### config.mk
export PLATFORM = sky130hd
export DESIGN_NAME = cpu_divider
export DESIGN_NICKNAME = d
export VERILOG_FILES = /design/src/rtl/pkg_cpu.sv /design/src/rtl/cpu_divider_step.sv /design/src/rtl/cpu_divider.sv
export SDC_FILE = /design/constraint.sdc
export NUM_CORES = 1
export LEC_CHECK = 0
export CORE_UTILIZATION = 31
export DETAILED_ROUTE_END_ITERATION = 10
export HOLD_SLACK_MARGIN = 0.12
export PLACE_DENSITY = 0.58
export SETUP_SLACK_MARGIN = 0.3
export SLEW_MARGIN = 5
export SYNTH_ARGS = -nofsm -noshare
export SYNTH_HDL_FRONTEND = slang
export SYNTH_SLANG_ARGS = --single-unit
### constraint.sdc
create_clock -name clk -period 7.2 [get_ports clk]
set_input_delay 1.44 -clock clk [delete_from_list [all_inputs] [get_ports clk]]
set_output_delay 1.44 -clock clk [all_outputs]
set_load 0.03 [all_outputs]
### src/rtl/pkg_cpu.sv
// Shared CPU definitions: word width, flag bit positions, and divider types.
package pkg_cpu;

  localparam int CpuWordWidth = 32;

  // Flag vector layout {N,V,Z,C}
  localparam int FlagN = 3;
  localparam int FlagV = 2;
  localparam int FlagZ = 1;
  localparam int FlagC = 0;

  localparam logic [CpuWordWidth-1:0] DivMinNeg = {1'b1, {(CpuWordWidth-1){1'b0}}};

  typedef enum logic [1:0] {
    DivIdle  = 2'd0,
    DivCalc  = 2'd1,
    DivFixup = 2'd2,
    DivDone  = 2'd3
  } DivState;

  typedef struct packed {
    logic                    is_signed;
    logic [CpuWordWidth-1:0] a_in;
    logic [CpuWordWidth-1:0] b_in;
    logic [3:0]              flags_in;
  } StrcInDivider;

  typedef struct packed {
    logic [CpuWordWidth-1:0] quot;
    logic [CpuWordWidth-1:0] rem;
    logic [3:0]              flags_out;
  } StrcOutDivider;

endpackage

### src/rtl/cpu_divider_step.sv
// One restoring-division step: shift in the next dividend bit and
// subtract the divisor if it fits.
module cpu_divider_step #(
  parameter int WORD_WIDTH = 32
) (
  input  logic [WORD_WIDTH-1:0] prem,
  input  logic                  dividend_msb,
  input  logic [WORD_WIDTH-1:0] divisor,
  output logic [WORD_WIDTH-1:0] next_prem,
  output logic                  q_bit
);

  logic [WORD_WIDTH:0] shifted_s;
  logic [WORD_WIDTH:0] trial_s;

  // The shifted remainder needs W+1 bits; a borrow shows up in the top bit.
  always_comb begin
    shifted_s = {prem, dividend_msb};
    trial_s   = shifted_s - {1'b0, divisor};
    q_bit     = ~trial_s[WORD_WIDTH];
    if (q_bit) begin
      next_prem = trial_s[WORD_WIDTH-1:0];
    end else begin
      next_prem = shifted_s[WORD_WIDTH-1:0];
    end
  end

endmodule

### src/rtl/cpu_divider.sv
// Iterative restoring divider, one quotient bit per clock, with signed
// sign fixup and a two-cycle path for divide-by-zero and signed overflow.
module cpu_divider
  import pkg_cpu::*;
#(
  parameter int WORD_WIDTH = CpuWordWidth,
  parameter int CNT_WIDTH  = $clog2(WORD_WIDTH) + 1
) (
  input  logic                  clk,
  input  logic                  rst,
  input  logic                  start,
  input  logic                  is_signed,
  input  logic [WORD_WIDTH-1:0] a_in,
  input  logic [WORD_WIDTH-1:0] b_in,
  input  logic [3:0]            flags_in,
  output logic                  busy,
  output logic                  done,
  output logic [WORD_WIDTH-1:0] quot,
  output logic [WORD_WIDTH-1:0] rem,
  output logic [3:0]            flags_out
);

  localparam logic [WORD_WIDTH-1:0] MinNeg  = {1'b1, {(WORD_WIDTH-1){1'b0}}};
  localparam logic [WORD_WIDTH-1:0] AllOnes = {WORD_WIDTH{1'b1}};
  localparam logic [WORD_WIDTH-1:0] Zero    = {WORD_WIDTH{1'b0}};
  localparam logic [CNT_WIDTH-1:0]  CntInit = CNT_WIDTH'(WORD_WIDTH);
  localparam logic [CNT_WIDTH-1:0]  CntOne  = CNT_WIDTH'(1);

  DivState               state_q, state_d;
  logic [WORD_WIDTH-1:0] dvd_q, dvd_d;
  logic [WORD_WIDTH-1:0] dvs_q, dvs_d;
  logic [WORD_WIDTH-1:0] prem_q, prem_d;
  logic [CNT_WIDTH-1:0]  cnt_q, cnt_d;
  logic                  qneg_q, qneg_d;
  logic                  rneg_q, rneg_d;
  logic                  special_q, special_d;
  logic [3:0]            flags_lat_q, flags_lat_d;
  logic                  busy_q, busy_d;
  logic                  done_q, done_d;
  logic [WORD_WIDTH-1:0] quot_q, quot_d;
  logic [WORD_WIDTH-1:0] rem_q, rem_d;
  logic [3:0]            flags_q, flags_d;

  logic                  a_neg_s, b_neg_s, is_special_s;
  logic [WORD_WIDTH-1:0] a_abs_s, b_abs_s;
  logic [WORD_WIDTH-1:0] step_prem_s;
  logic                  step_qbit_s;

  cpu_divider_step #(
    .WORD_WIDTH (WORD_WIDTH)
  ) u_step (
    .prem         (prem_q),
    .dividend_msb (dvd_q[WORD_WIDTH-1]),
    .divisor      (dvs_q),
    .next_prem    (step_prem_s),
    .q_bit        (step_qbit_s)
  );

  // Operand magnitudes and special-case detection at issue time.
  always_comb begin
    a_neg_s      = is_signed & a_in[WORD_WIDTH-1];
    b_neg_s      = is_signed & b_in[WORD_WIDTH-1];
    a_abs_s      = a_neg_s ? (Zero - a_in) : a_in;
    b_abs_s      = b_neg_s ? (Zero - b_in) : b_in;
    is_special_s = (b_in == Zero) | (is_signed & (a_in == MinNeg) & (b_in == AllOnes));
  end

  // Next-state and datapath; on the special path dvd/prem carry the final quot/rem.
  always_comb begin
    state_d     = state_q;
    dvd_d       = dvd_q;
    dvs_d       = dvs_q;
    prem_d      = prem_q;
    cnt_d       = cnt_q;
    qneg_d      = qneg_q;
    rneg_d      = rneg_q;
    special_d   = special_q;
    flags_lat_d = flags_lat_q;
    quot_d      = quot_q;
    rem_d       = rem_q;
    flags_d     = flags_q;
    case (state_q)
      DivIdle: begin
        if (start) begin
          flags_lat_d = flags_in;
          special_d   = is_special_s;
          if (is_special_s) begin
            state_d = DivFixup;
            dvd_d   = (b_in == Zero) ? AllOnes : MinNeg;
            prem_d  = (b_in == Zero) ? a_in : Zero;
          end else begin
            state_d = DivCalc;
            dvd_d   = a_abs_s;
            dvs_d   = b_abs_s;
            prem_d  = Zero;
            cnt_d   = CntInit;
            qneg_d  = a_neg_s ^ b_neg_s;
            rneg_d  = a_neg_s;
          end
        end else begin
          state_d = DivIdle;
        end
      end
      DivCalc: begin
        prem_d = step_prem_s;
        dvd_d  = {dvd_q[WORD_WIDTH-2:0], step_qbit_s};
        cnt_d  = cnt_q - CntOne;
        if (cnt_q == CntOne) begin
          state_d = DivFixup;
        end else begin
          state_d = DivCalc;
        end
      end
      DivFixup: begin
        if (special_q) begin
          quot_d = dvd_q;
          rem_d  = prem_q;
        end else begin
          quot_d = qneg_q ? (Zero - dvd_q) : dvd_q;
          rem_d  = rneg_q ? (Zero - prem_q) : prem_q;
        end
        flags_d        = flags_lat_q;
        flags_d[FlagN] = quot_d[WORD_WIDTH-1];
        flags_d[FlagV] = special_q;
        flags_d[FlagZ] = (quot_d == Zero);
        state_d        = DivDone;
      end
      DivDone: begin
        state_d = DivIdle;
      end
      default: begin
        state_d = DivIdle;
      end
    endcase
    busy_d = (state_d != DivIdle);
    done_d = (state_d == DivDone);
  end

  // State and registered outputs.
  always_ff @(posedge clk or posedge rst) begin
    if (rst) begin
      state_q     <= DivIdle;
      dvd_q       <= Zero;
      dvs_q       <= Zero;
      prem_q      <= Zero;
      cnt_q       <= {CNT_WIDTH{1'b0}};
      qneg_q      <= 1'b0;
      rneg_q      <= 1'b0;
      special_q   <= 1'b0;
      flags_lat_q <= 4'b0000;
      busy_q      <= 1'b0;
      done_q      <= 1'b0;
      quot_q      <= Zero;
      rem_q       <= Zero;
      flags_q     <= 4'b0000;
    end else begin
      state_q     <= state_d;
      dvd_q       <= dvd_d;
      dvs_q       <= dvs_d;
      prem_q      <= prem_d;
      cnt_q       <= cnt_d;
      qneg_q      <= qneg_d;
      rneg_q      <= rneg_d;
      special_q   <= special_d;
      flags_lat_q <= flags_lat_d;
      busy_q      <= busy_d;
      done_q      <= done_d;
      quot_q      <= quot_d;
      rem_q       <= rem_d;
      flags_q     <= flags_d;
    end
  end

  assign busy      = busy_q;
  assign done      = done_q;
  assign quot      = quot_q;
  assign rem       = rem_q;
  assign flags_out = flags_q;

endmodule

==> results.sh, run 1 <==
export IMPL_syn_avg_cell_area_um2=7.94
export IMPL_yosys_most_used_dff="dfrtp_1"
export IMPL_syn_area_mm2=0.0125
export IMPL_clkTransAtPathRegs_ns=0.07
export IMPL_powerDensity_mw_per_mm2=513
export IMPL_worstSetupPathType="input port to register"
export IMPL_synth_largest_area_cell="dfrtp_1"
export IMPL_setup_violations_final=0
export IMPL_cap_violations=0
export IMPL_numCtsBuffers=17
export IMPL_yosysSeqAreaShare_pct=35.3
export IMPL_grt_first_pass_wirelength_um=62500
export IMPL_ir_drop_mv=0.214
export IMPL_critPathRequiredTime_ns=7.53
export IMPL_leakage_nw=6.36
export IMPL_synthArstFlopShare_pct=100
export IMPL_hold_path_class="register to register"
export IMPL_rsz0062_at_grt="false"
export IMPL_clock_root_buffer="clkbuf_16"
export IMPL_whs_endpoint="quot[17]"
export IMPL_period_share_pct=69.7
export IMPL_io_buffers=138
export IMPL_rows=73
export IMPL_synth_cell_types=76
export IMPL_worst_pin_slew_ns=1.11
export IMPL_slowest_stage="or4_1"
export IMPL_hpwl_um=30400
export IMPL_outcome="finished clean"
export IMPL_worstReg2RegStart="prem_q[14]"
export IMPL_grt_max_degree=121
export IMPL_drv_slew=0
export IMPL_fmax_mhz=199
export IMPL_avgViaCountPerCell=5.25
export IMPL_cts_tree="yes"
export IMPL_final_hold_viol_count=0
export IMPL_cts_hold_buf=0
export IMPL_post_cts_buffers=0
export IMPL_track_usage_pct=19.3
export IMPL_cp_end_kind="register"
export IMPL_die_area_mm2=0.0412
export IMPL_io_pins=142
export IMPL_synth_edff_count=0
export IMPL_drt_iter0_drc=820
export IMPL_worstSetupStartpointType="input port"
export IMPL_finClkSkew_ns=0.0120
export IMPL_hold_ws_ns=0.475
export IMPL_rr_worst_depth=10
export IMPL_relSlewSlack_pct=25.8
export IMPL_drive_above_1_share_pct=4.50
export IMPL_start_util_pct=31.5
export IMPL_antenna_found_initial=7
export IMPL_synthTopCellsByArea="dfrtp_1 35%, nand2_1 7.5%, o21ai_0 6.8%"
export IMPL_synth_top_area_share_pct=35.3
export IMPL_overflow=0
export IMPL_worstPathCellList="clkdlybuf4s50_1 > or4_1 > nor4_1 > nand4_1 > nor4_2 > buf_4 > and2_1 > buf_4 > nor2_1 > a21oi_1 > nor2_1 > o21a_1"
export IMPL_setup_tns_ns=0
export IMPL_insertion_delay_ns=0.44
export IMPL_cts_sinks=177
export IMPL_r2r_slack_ns=2.78
export IMPL_clockBufferDepth=2
export IMPL_dieHeight_um=203
export IMPL_wirelength_um=39500
export IMPL_final_nets=1769
export IMPL_die_x_um=203
export IMPL_yosys_register_bits=177
export IMPL_synthesis_instances=1579
export IMPL_critPathArrivalTime_ns=5.35
export IMPL_drc_errors=0
export IMPL_cp_max_fo=12
export IMPL_placed_area_mm2=0.0144
export IMPL_antenna_left=0
export IMPL_gp_congestion=0.884
export IMPL_htreeDepth=4
export IMPL_r2r_end="prem_q[21]"
export IMPL_hp_start="quot[17]"
export IMPL_design_area_mm2=0.0150
export IMPL_cp_slowest_stage_delay_ns=0.62
export IMPL_wire_per_inst_um=18.0
export IMPL_hold_path_depth=2
export IMPL_grt_pass1_vias=10964
export IMPL_dr_total_vias=11546
export IMPL_p_total_w=0.00768
export IMPL_fp_coreArea_mm2=0.0398
export IMPL_finalCriticalPeriod_ns=5.02
export IMPL_synth_nets=1692
export IMPL_area_delta_synth_final_pct=19.4
export IMPL_cts_resized_gates=0
export IMPL_dr_pass1_iters=5
export IMPL_synth_warnings=0
export IMPL_fill_cells=4159
-- cell families after synthesis --
family | after synthesis | synth area share (%)
flops | 177 | 35.3
simple gates | 582 | 21.7
compound gates | 448 | 21.7
fa+ha+maj | 41 | 4.15
buf+inv | 165 | 5.19
xor+xnor | 141 | 9.85
mux | 25 | 2.08
-- Yosys cell counts (5+ instances only) --
| cell | n |
|---|---|
| o22a_1 | 12 |
| nor3_1 | 46 |
| nor2_1 | 132 |
| and2_1 | 6 |
| or4_1 | 11 |
| o21ai_0 | 171 |
| xor2_1 | 80 |
| nor2b_1 | 8 |
| xnor2_1 | 61 |
| a211oi_1 | 5 |
| a21o_1 | 15 |
| o22ai_1 | 8 |
| o211ai_1 | 19 |
| mux2i_1 | 17 |
| buf_1 | 6 |
| inv_1 | 67 |
| mux2_2 | 7 |
| a31oi_1 | 20 |
| nand2b_1 | 16 |
| o31ai_1 | 31 |
| o41ai_1 | 9 |
| a21oi_1 | 108 |
| nand3_1 | 19 |
| a311oi_1 | 5 |
| nand4_1 | 18 |
| nand2_1 | 250 |
| buf_2 | 10 |
| nand3b_1 | 7 |
| or3_1 | 12 |
| nor4_1 | 20 |
| clkbuf_1 | 78 |
| ha_1 | 40 |
| and3_1 | 13 |
| dfrtp_1 | 177 |
-- worst max path at each step --
stage	slack (ns)	end	depth (start not counted)	startpoint
after detailed placement	1.72	cnt_q[5]	12	b_in[12]
after CTS	2.19	cnt_q[5]	12	b_in[12]
after global placement	1.84	cnt_q[5]	12	b_in[12]
final	2.18	cnt_q[5]	12	b_in[12]
after global routing	1.98	cnt_q[5]	12	b_in[12]
after floorplan	0.96	busy	1	rst
-- routing by layer --
layer | GRT usage [%] | wire [um]
met5 | 0 | 17
met4 | 6.07 | 953
met1 | 25.7 | 18000
met3 | 3.74 | 1990
met2 | 31.4 | 18600
-- flip-flops by register name, summed over array words and instances (netlist names), 2 cells and up --
signal and flops:
dvd_q 32, quot 32, cnt_q 6, rem 32, prem_q 32, state_q 2
dvs_q 32, flags_out 3
-- report_power, final --
part	internal [W]	leakage (nW)	switching (W)
Sequential	0.00149	2.19	0.000578
Combinational	0.00194	3.87	0.00270
Clock	0.000536	0.291	0.000430
-- critical path, delay by kind of cell --
| kind | cells | cell delay [ns] |
|---|---|---|
| AO/OA/AOI/OAI | 2 | 0.53 |
| buffers and inverters | 3 | 0.97 |
| AND/OR/NAND/NOR | 7 | 2.40 |
-- metrics by stage --
stage / cells / setup slack (ns) / utilization, %
CTS: 2193 / 2.19 / 37.6
floorplan: 1579 / 0.958 / -
global route: 2195 / 1.98 / 37.6
finish: 2198 / 2.18 / 37.6
detailed placement: 2162 / 1.72 / 36.0
global placement: 2162 / 1.84 / 36.0
-- layout make-up --
type	instances	area, um^2	area share (%)
timing repair buffer	155	1510	10.1
multi-input combinational	1237	7500	50.1
clock buffer	19	453	3.03
inverter	68	260	1.74
antenna	5	12.5	0.0836
sequential	177	4430	29.6
tap	525	657	4.39
clock inverter	12	146	0.978
-- layout by cell type, fill, tap and decap left out, types with 19 or more instances in the layout --
master           Yosys  routed
a21oi_1            108     108
a31oi_1             20      20
clkdlybuf4s50_1      0     138
dfrtp_1            177     177
ha_1                40      40
inv_1               67      66
nand2_1            250     250
nand3_1             19      19
nor2_1             132     131
nor3_1              46      46
nor4_1              20      20
o211ai_1            19      19
o21ai_0            171     171
o31ai_1             31      31
xnor2_1             61      61
xor2_1              80      80
Power figures use the tool's default switching activity.
==> run 2: changes to the inputs <==
==> constraint.sdc (replaced) <==
create_clock -name clk -period 5 [get_ports clk]
set_input_delay 1 -clock clk [delete_from_list [all_inputs] [get_ports clk]]
set_output_delay 1 -clock clk [all_outputs]
set_load 0.03 [all_outputs]
==> run 2 against run 1 <==
Compared with the run above:
- cell area is 0.66% higher
- non-clock buffer count grew 11
- sequential cell count unchanged
- wire length is 0.26% lower
- final cell count rose by 0.50%
- register-to-register slack got worse by 2.1 ns
==> results.sh, run 2 (synthesis results as in run 1) <==
export IMPL_fp_coreArea_mm2=0.0398
export IMPL_ir_drop_mv=0.255
export IMPL_cap_violations=0
export IMPL_avgViaCountPerCell=5.25
export IMPL_antenna_left=0
export IMPL_overflow=0
export IMPL_mostFrequentLayoutCells="250 x nand2_1, 177 x dfrtp_1, 171 x o21ai_0, 138 x clkdlybuf4s50_1, 131 x nor2_1"
export IMPL_dr_total_vias=11602
export IMPL_drc_errors=0
export IMPL_dieHeight_um=203
export IMPL_cts_hold_buf=0
export IMPL_hold_ws_ns=0.477
export IMPL_post_cts_buffers=0
export IMPL_die_x_um=203
export IMPL_start_util_pct=31.5
export IMPL_wire_per_inst_um=17.8
export IMPL_setup_tns_ns=0
export IMPL_clkTransAtPathRegs_ns=0.07
export IMPL_grt_pass1_vias=10989
export IMPL_rows=73
export IMPL_htreeDepth=4
export IMPL_powerDensity_mw_per_mm2=737
export IMPL_io_buffers=138
export IMPL_critPathRequiredTime_ns=5.30
export IMPL_antenna_found_initial=7
export IMPL_final_hold_viol_count=0
export IMPL_setup_violations_final=0
export IMPL_drv_slew=0
export IMPL_fmax_mhz=233
export IMPL_gp_congestion=0.919
export IMPL_period_share_pct=85.9
export IMPL_final_core_util_pct=37.8
export IMPL_drt_iter0_drc=880
export IMPL_finalCriticalPeriod_ns=4.29
export IMPL_rsz0062_at_grt="false"
export IMPL_io_pins=142
export IMPL_area_delta_synth_final_pct=20.2
export IMPL_r2r_slack_ns=0.71
export IMPL_dp_slack_ns=0.541
export IMPL_final_nets=1780
export IMPL_leakage_nw=6.41
export IMPL_grt_max_degree=88
export IMPL_die_area_mm2=0.0412
export IMPL_clock_root_buffer="clkbuf_16"
export IMPL_hold_path_class="register to register"
export IMPL_grt_first_pass_wirelength_um=62400
export IMPL_drive_above_1_share_pct=5.18
export IMPL_cts_tree="yes"
export IMPL_hpwl_um=30600
export IMPL_relSlewSlack_pct=27.9
export IMPL_cts_sinks=177
export IMPL_numCtsBuffers=17
export IMPL_worstSetupStartpointType="register"
export IMPL_insertion_delay_ns=0.46
export IMPL_worstSetupPathType="register to register"
export IMPL_dr_pass1_iters=5
export IMPL_outcome="finished clean"
export IMPL_critPathArrivalTime_ns=4.59
export IMPL_cp_end_kind="register"
export IMPL_clockBufferDepth=2
export IMPL_cp_max_fo=11
export IMPL_track_usage_pct=19.4
export IMPL_fin_ws_ns=0.707
export IMPL_final_common_cell="nand2_1"
export IMPL_finClkSkew_ns=0.0152
export IMPL_worst_pin_slew_ns=1.08
export IMPL_wirelength_um=39400
export IMPL_cts_resized_gates=0
==> run 2: cell type report <==
type	instances	area, um^2
fillers	4150	24800
diodes	4	10.0
repair buffers	166	1630
clock buffers	17	425
well taps	525	657
multi-input cells	1237	7500
inverters	68	259
flip-flops and latches	177	4430
clock inverters	15	156
==> run 2: layer usage <==
layer  up-vias  part of all wire (%)  wire length, um  global-route usage (%)
li1       5741                     -                -                       -
met1      5439                    45            17700                    26.5
met2       353                    46            18200                    30.9
met3        63                   6.3             2480                    3.19
met4         6                   2.6             1030                    7.01
met5         -                  0.12               46                       0
==> run 2: worst paths after layout <==
| check | startpoint | to | cells past startpoint |
|---|---|---|---|
| hold / removal | quot[18] | quot[18] | 2 |
| setup / recovery | prem_q[14] | prem_q[0] | 11 |
| hold reg to reg | quot[18] | quot[18] | 2 |
| min in group asynchronous | rst | quot[9] | 2 |
| max in group asynchronous | rst | dvs_q[2] | 3 |
| setup reg to reg | prem_q[14] | prem_q[0] | 11 |
==> run 2: critical path, cell delays in order (launching register included) <==
cell     delay [ns]
dfrtp_1        0.48
ha_1           0.39
a21oi_1        0.29
o21ai_0        0.18
a31oi_1        0.39
a31oi_1        0.17
o21a_1         0.26
nor4b_2        0.92
or3_1          0.52
buf_4          0.25
mux2i_1        0.19
a22oi_1        0.08
==> run 2: metrics by stage <==
step / instance area (um^2) / power [W] / std cells
final: 15100 / 0.0111 / 2209
after global routing: 15100 / 0.0120 / 2207
after CTS: 15100 / 0.0111 / 2205
after detailed placement: 14500 / 0.00971 / 2173
after global placement: 14500 / 0.00960 / 2173
after floorplan: 12500 / 0.00766 / 1579
==> run 2: where the power goes <==
part	switching (W)	total (W)	internal (W)	leakage [nW]
clock	0.000627	0.00137	0.000741	0.278
combinational	0.00392	0.00677	0.00285	3.93
sequential	0.000814	0.00297	0.00215	2.19
==> run 3: changes to the inputs <==
--- a/config.mk
+++ b/config.mk
@@ -7,8 +7,9 @@
 export LEC_CHECK = 0
 export CORE_UTILIZATION = 31
 export DETAILED_ROUTE_END_ITERATION = 10
+export DONT_BUFFER_PORTS = 1
 export HOLD_SLACK_MARGIN = 0.12
-export PLACE_DENSITY = 0.58
+export PLACE_DENSITY = 0.54
 export SETUP_SLACK_MARGIN = 0.3
 export SLEW_MARGIN = 5
 export SYNTH_ARGS = -nofsm -noshare
==> run 3 against run 2 <==
Compared with the run above:
- first-iteration DRC count down 4.2%
- sequential share of layout area up 3.1 points
- utilization down 3.6 points
- total power down 5.3%
- largest power group unchanged
- die area unchanged
- critical path depth up 1
- largest cell class unchanged
- setup slack better by 0.29 ns
- critical path type unchanged
- sequential power up 20%
- critical endpoint is now prem_q[22]
==> results.sh, run 3 (synthesis results as in run 1) <==
export IMPL_outcome="finished clean"
export IMPL_leakage_nw=5.85
export IMPL_dr_total_vias=11063
export IMPL_fill_cells=4245
export IMPL_insertion_delay_ns=0.46
export IMPL_rows=73
export IMPL_critPathBufInv=1
export IMPL_antenna_found_initial=0
export IMPL_relSlewSlack_pct=43.2
export IMPL_hold_ws_ns=0.484
export IMPL_io_pins=142
export IMPL_start_util_pct=31.5
export IMPL_grt_first_pass_wirelength_um=61400
export IMPL_overflow=0
export IMPL_startpoint="dvd_q[31]"
export IMPL_fmax_mhz=250
export IMPL_hpwl_um=30800
export IMPL_cts_resized_gates=0
export IMPL_die_area_mm2=0.0412
export IMPL_clockBufferDepth=2
export IMPL_finalCriticalPeriod_ns=4.00
export IMPL_powerDensity_mw_per_mm2=772
export IMPL_track_usage_pct=19.2
export IMPL_design_area_mm2=0.0136
export IMPL_final_common_cell="nand2_1"
export IMPL_path_delay_family="compound AO/OA/AOI/OAI gates"
export IMPL_period_share_pct=80.0
export IMPL_placed_area_mm2=0.0131
export IMPL_worstSetupStartpointType="register"
export IMPL_post_cts_buffers=0
export IMPL_cts_hold_buf=0
export IMPL_cp_end_kind="register"
export IMPL_finClkSkew_ns=0.0139
export IMPL_mostFrequentLayoutCells="250 x nand2_1, 177 x dfrtp_1, 171 x o21ai_0, 131 x nor2_1, 108 x a21oi_1"
export IMPL_rsz0062_at_grt="false"
export IMPL_cts_tree="yes"
export IMPL_wire_per_inst_um=19.2
export IMPL_cts_sinks=177
export IMPL_drv_slew=0
export IMPL_clock_root_buffer="clkbuf_16"
export IMPL_worst_pin_slew_ns=0.841
export IMPL_seq_area_mm2=0.00443
export IMPL_worstReg2RegStart="dvd_q[31]"
export IMPL_cp_max_fo=16
export IMPL_critPathMostFrequentCell="o211a_1"
export IMPL_numCtsBuffers=17
export IMPL_rr_worst_depth=12
export IMPL_avgViaCountPerCell=5.37
export IMPL_clkTransAtPathRegs_ns=0.07
export IMPL_worstPathCellList="inv_1 > ha_1 > fa_1 > nand2b_1 > a21oi_1 > o211a_1 > o211a_1 > o21a_1 > o211a_1 > or3_1 > mux2i_1 > o22ai_1"
export IMPL_r2r_slack_ns=1.00
export IMPL_critPathRequiredTime_ns=5.31
export IMPL_worstSetupPathType="register to register"
export IMPL_r2r_end="prem_q[22]"
export IMPL_final_nets=1638
export IMPL_ir_drop_mv=0.274
export IMPL_drc_errors=0
export IMPL_grt_pass1_vias=10463
export IMPL_setup_tns_ns=0
export IMPL_io_buffers=0
export IMPL_crit_end="prem_q[22]"
export IMPL_critPathArrivalTime_ns=4.31
export IMPL_cp_slowest_stage_delay_ns=0.64
export IMPL_slowest_stage="or3_1"
export IMPL_dieHeight_um=203
export IMPL_die_x_um=203
export IMPL_wirelength_um=39600
export IMPL_area_delta_synth_final_pct=8.63
export IMPL_hold_path_class="register to register"
export IMPL_worst_path_stages=12
export IMPL_antenna_left=0
export IMPL_drive_above_1_share_pct=5.14
export IMPL_gp_congestion=0.935
export IMPL_final_hold_viol_count=0
export IMPL_drt_iter0_drc=843
export IMPL_cap_violations=0
export IMPL_setup_violations_final=0
export IMPL_fp_coreArea_mm2=0.0398
export IMPL_grt_max_degree=112
export IMPL_multi_input_area_mm2=0.00750
export IMPL_htreeDepth=4
export IMPL_dr_pass1_iters=5
run 3: metal layers:
layer / global-route usage, % / up-vias / part of all wire (%)
met1: 25.3 / 5266 / 46
li1: - / 5469 / -
met2: 30.5 / 274 / 45
met3: 4.37 / 54 / 5.4
met5: 0 / - / 0
met4: 7.49 / 0 / 3.5
run 3: worst min-delay path, cell delays in order, from the launching register on:
cell and delay (ns):
dfrtp_1 0.35, nand2_1 0.05, nand2_1 0.05
run 3: per-stage QoR:
stage	power [W]	std cells	setup WS, ns	util [%]
detailed placement	0.00917	2031	0.897	32.8
CTS	0.0105	2061	1.02	34.2
floorplan	0.00766	1579	1.46	-
global route	0.0114	2061	0.745	34.2
global placement	0.00905	2031	0.912	32.8
finish	0.0105	2062	1.00	34.2
run 3: where the power goes:
group,switching (W),internal (W)
clock network,0.000605,0.000737
registers,0.00141,0.00214
logic,0.00322,0.00239
total,0.00524,0.00527
run 3: cell type report:
type / instances / share of cell area (%)
Antenna cell: 1 / 0.0184
Clock buffer: 23 / 3.58
Clock inverter: 7 / 0.570
Inverter: 68 / 1.90
Multi-Input combinational cell: 1237 / 55.1
Sequential cell: 177 / 32.5
Tap cell: 525 / 4.82
Timing Repair Buffer: 24 / 1.51
run 3: how the worst min path moves through the flow:
stage | end | slack (ns) | cells past startpoint | start
after floorplan | flags_out[0] | 0.43 | 2 | flags_lat_q[0]
after global placement | flags_out[0] | 0.46 | 2 | flags_lat_q[0]
after detailed placement | flags_out[0] | 0.48 | 2 | flags_lat_q[0]
after CTS | flags_out[0] | 0.49 | 2 | flags_lat_q[0]
after global routing | flags_out[0] | 0.54 | 2 | flags_lat_q[0]
final | flags_out[0] | 0.48 | 2 | flags_lat_q[0]
